`src/rtl/fifo_arb_pkg.sv`:
```
// fifo_arb_pkg: shared FSM state encoding and requester-index width helper for the FIFO write arbiter.
package fifo_arb_pkg;

  typedef enum logic [1:0] {IDLE, ARB, XFER} state_e;

  function automatic int id_width(input int n);
    return (n > 1) ? $clog2(n) : 1;
  endfunction

endpackage

```
`src/rtl/rr_arbiter.sv`:
```
// rr_arbiter: combinational round-robin pick of the first set request at or after rr_ptr, wrapping.
module rr_arbiter
  import fifo_arb_pkg::*;
#(
  parameter int NUM_REQ = 4,
  localparam int ID_WIDTH = id_width(NUM_REQ)
) (
  input  logic [NUM_REQ-1:0]  req,
  input  logic [ID_WIDTH-1:0] rr_ptr,
  output logic [NUM_REQ-1:0]  winner,
  output logic                found
);

  always_comb begin
    winner = '0;
    found  = 1'b0;
    for (int k = 0; k < NUM_REQ; k++) begin
      if (!found && req[(int'(rr_ptr) + k) % NUM_REQ]) begin
        winner[(int'(rr_ptr) + k) % NUM_REQ] = 1'b1;
        found = 1'b1;
      end
    end
  end

endmodule

```
`src/rtl/fifo_wr_arbiter.sv`:
```
// fifo_wr_arbiter: round-robin sharing of one sync FIFO write port through a one-entry output stage.
// Define FIFO_WR_ARBITER_PKT_LOCK_EN to hold the grant until req_last (packet lock); default releases per beat.
module fifo_wr_arbiter
  import fifo_arb_pkg::*;
#(
  parameter int NUM_REQ    = 4,
  parameter int DATA_WIDTH = 8,
  parameter int MAX_BURST  = 16,
  localparam int ID_WIDTH  = id_width(NUM_REQ)
) (
  input  logic                            clk,
  input  logic                            rst_n,
  input  logic [NUM_REQ-1:0]              req_valid,
  input  logic [NUM_REQ*DATA_WIDTH-1:0]   req_data,
  input  logic [NUM_REQ-1:0]              req_last,
  output logic [NUM_REQ-1:0]              req_ready,
  input  logic                            fifo_full,
  output logic                            fifo_wr_en,
  output logic [DATA_WIDTH-1:0]           fifo_wr_data,
  output logic [ID_WIDTH-1:0]             fifo_wr_id,
  output logic [NUM_REQ-1:0]              grant
);

  localparam logic [7:0] BURST_MAX = 8'(MAX_BURST);

  state_e                state_q, state_d;
  logic [NUM_REQ-1:0]    grant_q, grant_d, winner;
  logic [ID_WIDTH-1:0]   rr_ptr_q, rr_ptr_d, gidx;
  logic [7:0]            cnt_q, cnt_d;
  logic                  stage_vld_q, stage_vld_d;
  logic [DATA_WIDTH-1:0] stage_data_q, stage_data_d, sel_data;
  logic [ID_WIDTH-1:0]   stage_id_q, stage_id_d;
  logic                  found, stage_free, accept, last_ok, release_g;

  rr_arbiter #(.NUM_REQ(NUM_REQ)) u_rr (
    .req    (req_valid),
    .rr_ptr (rr_ptr_q),
    .winner (winner),
    .found  (found)
  );

  // The stage can take a new beat in the same cycle it drains, so req_ready never depends on req_valid.
  assign fifo_wr_en   = stage_vld_q & ~fifo_full;
  assign stage_free   = ~stage_vld_q | fifo_wr_en;
  assign req_ready    = (state_q == XFER && stage_free) ? grant_q : '0;
  assign accept       = |(req_valid & req_ready);
  assign fifo_wr_data = stage_data_q;
  assign fifo_wr_id   = stage_id_q;
  assign grant        = grant_q;

`ifdef FIFO_WR_ARBITER_PKT_LOCK_EN
  assign last_ok = |(req_last & grant_q);
`else
  logic unused_last;
  assign unused_last = ^req_last;
  assign last_ok     = 1'b1;
`endif

  assign release_g = accept & (last_ok | (cnt_q + 8'd1 == BURST_MAX));

  always_comb begin
    gidx     = '0;
    sel_data = '0;
    for (int i = 0; i < NUM_REQ; i++) begin
      if (grant_q[i]) begin
        gidx     = ID_WIDTH'(i);
        sel_data = req_data[i*DATA_WIDTH +: DATA_WIDTH];
      end
    end
  end

  always_comb begin
    state_d      = state_q;
    grant_d      = grant_q;
    rr_ptr_d     = rr_ptr_q;
    cnt_d        = cnt_q;
    stage_vld_d  = accept | (stage_vld_q & ~fifo_wr_en);
    stage_data_d = accept ? sel_data : stage_data_q;
    stage_id_d   = accept ? gidx : stage_id_q;
    case (state_q)
      IDLE: state_d = |req_valid ? ARB : IDLE;
      ARB: begin
        state_d = found ? XFER : IDLE;
        grant_d = found ? winner : '0;
      end
      XFER: begin
        state_d  = release_g ? ARB : XFER;
        grant_d  = release_g ? '0 : grant_q;
        cnt_d    = release_g ? 8'd0 : cnt_q + 8'(accept);
        rr_ptr_d = !release_g ? rr_ptr_q :
                   (gidx == ID_WIDTH'(NUM_REQ - 1)) ? '0 : gidx + ID_WIDTH'(1);
      end
      default: state_d = IDLE;
    endcase
  end

  always_ff @(posedge clk or negedge rst_n) begin
    if (!rst_n) begin
      state_q      <= IDLE;
      grant_q      <= '0;
      rr_ptr_q     <= '0;
      cnt_q        <= '0;
      stage_vld_q  <= 1'b0;
      stage_data_q <= '0;
      stage_id_q   <= '0;
    end else begin
      state_q      <= state_d;
      grant_q      <= grant_d;
      rr_ptr_q     <= rr_ptr_d;
      cnt_q        <= cnt_d;
      stage_vld_q  <= stage_vld_d;
      stage_data_q <= stage_data_d;
      stage_id_q   <= stage_id_d;
    end
  end

endmodule

```
`config.mk`:
```
export PLATFORM = sky130hd
export DESIGN_NAME = fifo_wr_arbiter
export DESIGN_NICKNAME = d
export VERILOG_FILES = /design/src/rtl/fifo_arb_pkg.sv /design/src/rtl/rr_arbiter.sv /design/src/rtl/fifo_wr_arbiter.sv
export SDC_FILE = /design/constraint.sdc
export NUM_CORES = 1
export LEC_CHECK = 0
export CORE_ASPECT_RATIO = 1.25
export CORE_MARGIN = 8
export CORE_UTILIZATION = 35
export DETAILED_ROUTE_END_ITERATION = 6
export MAX_ROUTING_LAYER = met4
export PLACE_DENSITY = 0.73
export SLEW_MARGIN = 25
export SYNTH_ARGS = -nofsm -noshare
export SYNTH_HDL_FRONTEND = slang
export SYNTH_SLANG_ARGS = --single-unit
```
`constraint.sdc`:
```
create_clock -name clk -period 3.2 [get_ports clk]
set_input_delay 0.32 -clock clk [delete_from_list [all_inputs] [get_ports clk]]
set_output_delay 0.32 -clock clk [all_outputs]
set_load 0.01 [all_outputs]
```
==> impl_metrics.csv <==
group,metric,value,unit
placement,port-buffer-count,57,
timing,final_min_period_over_clock_period,77.58,%
logic_synthesis,synthesized_area_fraction_occupied_by_adder_cells,7.266,%
power,power,1.710,mW
final_layout,layout-area-overhead-vs-synth,47.77,%
global_routing,first_global_vias,1348,
global_routing,grt_max_degree,24,
die,fp.dieW,72.12,µm
clock_tree,h-tree-depth,1,
logic_synthesis,synth-simple-area-share,18.17,%
timing,setup-violations-final,0,
logic_synthesis,post_synth_num_cell_types,31,
setup_path,timing.critical_path.from_type,"flop",
clock_tree,clkTransAtPathRegs,0.07,ns
final_layout,antenna-diode-count,0,
outcome,outcome,"finished clean",
timing,post-route-min-period,2.483,ns
logic_synthesis,syn_area,1378,µm²
power,power.sequential.fraction,29.2,%
power,irDropWorstVdd,0.0003359,V
drt,detail_route.vias_per_cell,5.210,
timing,maxSlewHeadroom,43.72,%
logic_synthesis,postSynth.asyncResetShare,100.0,%
drt,routed_wl_per_cell,15.22,µm
hold_path,hold_path.class,"flop to flop",
timing,timing.fmax,0.4028,GHz
clock_tree,cts_num_sinks,19,
final_layout,share_of_layout_cells_above_drive_strength_1,4.695,%
global_routing,antenna_violations_before_repair,0,
logic_synthesis,synthMuxAreaShare,7.357,%
drt,route.final.wire_length,4064,µm
logic_synthesis,synth.largest_area_cell,"dfrtp_1",
final_layout,final_nets,265,
die,start_util,36.40,%
logic_synthesis,most_frequently_used_flop_master_after_synthesis,"dfrtp_1",
logic_synthesis,synth_top_area_share,34.51,%
clock_tree,cts_setup_buffers,0,
die,die_height,86.14,µm
logic_synthesis,postSynthNetCount,210,
setup_path,setup.worst_path.end_class,"flop",
power,power-per-cell-area,839.9,nW/µm²
job,max_cap_viol_count,0,
power,combPwrFrac,61.2,%
setup_path,critPathKind,"flop to flop",
timing,timing.clock.skew,0.002649,ns
timing,setup_repair_after_global_routing_missed_its_margin,"false",
logic_synthesis,synth-compound-area-share,27.88,%
logic_synthesis,post_synth_xor_area_fraction,0,%
clock_tree,tritoncts_clock_tree,"built",
timing,hold_violations,0,
clock_tree,ctsRootBufferMaster,"clkbuf_8",
global_routing,grt_first_pass_wirelength,6596,µm
logic_synthesis,number_of_flops_mapped_to_enable_cells_by_yosys,0,
clock_tree,max-clock-path-buffers,2,
drt,firstDrtPassIters,4,
logic_synthesis,postSynthCellCount,159,
power,total_switching_power,0.7287,mW
logic_synthesis,netlist_top_cells_area,"dfrtp_1 35%, a21oi_1 8.4%, a221oi_1 7.6%",
power,power.share.switching,42.62,%
die,dieArea,6212,µm²
setup_path,worstPathMaxFanout,8,
logic_synthesis,synth_top_family_by_area,"compound AO/OA/AOI/OAI gates",
setup_path,crit_arrival,2.68,ns
logic_synthesis,post_synth.cell_area_avg,8.664,µm²
setup_path,reg2reg_depth,7,
drt,drt_iter0_markers,82,
logic_synthesis,yosys_register_bits,19,
placement,dp_hpwl,3111,µm
logic_synthesis,yosysWarnings,0,
power,power_frac_clock,9.6,%
die,pin_count,62,
timing,final_max_slew_viol_count,0,
setup_path,critPathRequiredTime,3.39,ns
power,power.leakage,0.7944,nW
drt,ant_nets,0,
global_routing,grt_usage,13.39,%
clock_tree,tritoncts.num_buffers,3,
clock_tree,cts.repair.resized,0,
hold_path,worstHoldPathCells,1,
power,p_int,0.9811,mW
clock_tree,clock_insertion_delay_at_the_later_pin_of_the_skew_report,0.25,ns
logic_synthesis,synth.yosys.seq_area_share,34.51,%
die,design.core.area,3785,µm²
placement,gpl.final_weighted_congestion,0.8835,
timing,worst_slew_pin_slew,0.8415,ns
timing,setup-tns-final,0,ns
clock_tree,ctsHoldBuffers,0,
global_routing,grt_overflow_total,0,
drt,detail_route.drc_violations,0,
die,core.rowCount,25,
logic_synthesis,yosys-top-cells-count,"23 x a21oi_1, 23 x nor2_1, 19 x dfrtp_1",
drt,dr_total_vias,1391,
==> per-layer routing <==
layer / track usage, % / wire, µm / vias up / share of wire (%)
met3: 2.450 / 296 / 4 / 7.3
met4: 5.028 / 52 / 0 / 1.3
li1: - / - / 701 / -
met2: 21.89 / 1888 / 46 / 46
met5: - / 0 / - / 0
met1: 15.82 / 1827 / 640 / 45
==> power groups by stage <==
stage	Clock, mW	Combinational (mW)	Sequential (mW)
global placement	0	1.05	0.502
CTS	0.168	1.06	0.500
detailed placement	0	1.06	0.502
global route	0.181	1.16	0.519
finish	0.164	1.05	0.498
floorplan	0	0.678	0.482
==> worst max-delay path, cell delays in order (launching register included) <==
cell and delay [ns]:
dfrtp_1 0.52, inv_1 0.18, ha_1 0.40, mux2_2 0.41, mux2i_1 0.29, o211ai_1 0.13, a221oi_1 0.33, a221o_1 0.16
==> worst paths after layout <==
check,startpoint,end,slack [ns]
setup reg to reg,rr_ptr_q[1],grant[3],0.72
min in group asynchronous,rst_n,fifo_wr_data[3],0.55
setup / recovery,rr_ptr_q[1],grant[3],0.72
hold reg to reg,state_q[0],state_q[0],0.48
hold / removal,state_q[0],state_q[0],0.48
max in group asynchronous,rst_n,fifo_wr_data[5],2.13
==> through the flow <==
stage / hold WS (ns) / area, µm² / instances / utilization, % / worst slack [ns]
2_1_floorplan: 0.02441 / 1378 / 159 / - / 0.9076
3_3_place_gp: 0.4609 / 1991 / 263 / 52.60 / 0.7404
3_5_place_dp: 0.4600 / 1991 / 263 / 52.60 / 0.7350
4_1_cts: 0.4777 / 2036 / 267 / 53.79 / 0.7164
5_1_grt: 0.5087 / 2036 / 267 / 53.79 / 0.5192
6_report: 0.4830 / 2036 / 267 / 53.79 / 0.7174
==> flip-flops by register name, summed over array words and instances, names as in the netlist <==
signal,count
fifo_wr_data,8
grant,4
state_q,2
stage_vld_q,1
rr_ptr_q,2
fifo_wr_id,2
==> cell type report <==
cell class,instances,area [µm²]
Tap cell,54,67.56
Clock buffer,4,45.04
Sequential cell,19,475.5
Multi-Input combinational cell,124,835.8
Timing Repair Buffer,59,585.6
Fill cell,368,1749
Inverter,7,26.28
==> kinds of logic (layout without fill, tap and decap cells) <==
logic type | Yosys count | count (layout)
AO/OA/AOI/OAI | 56 | 56
flip-flops | 19 | 19
buffers and inverters | 16 | 70
multiplexers | 7 | 7
AND/OR/NAND/NOR | 53 | 53
adder cells (fa/ha/maj) | 8 | 8
==> layout by cell type, fill, tap and decap left out, drive strengths merged, types with 3 or more instances in the layout <==
master         instances
a31o                   4
and2                   5
o211ai                 4
nor2                  23
inv                    6
a21oi                 24
a221oi                12
nor2b                  3
dfrtp                 19
nand2                  6
clkbuf                 4
a221o                  4
mux2i                  3
o21ai                  4
nor3                  10
ha                     8
clkdlybuf4s50         57
(Power assumes the default switching activity.)
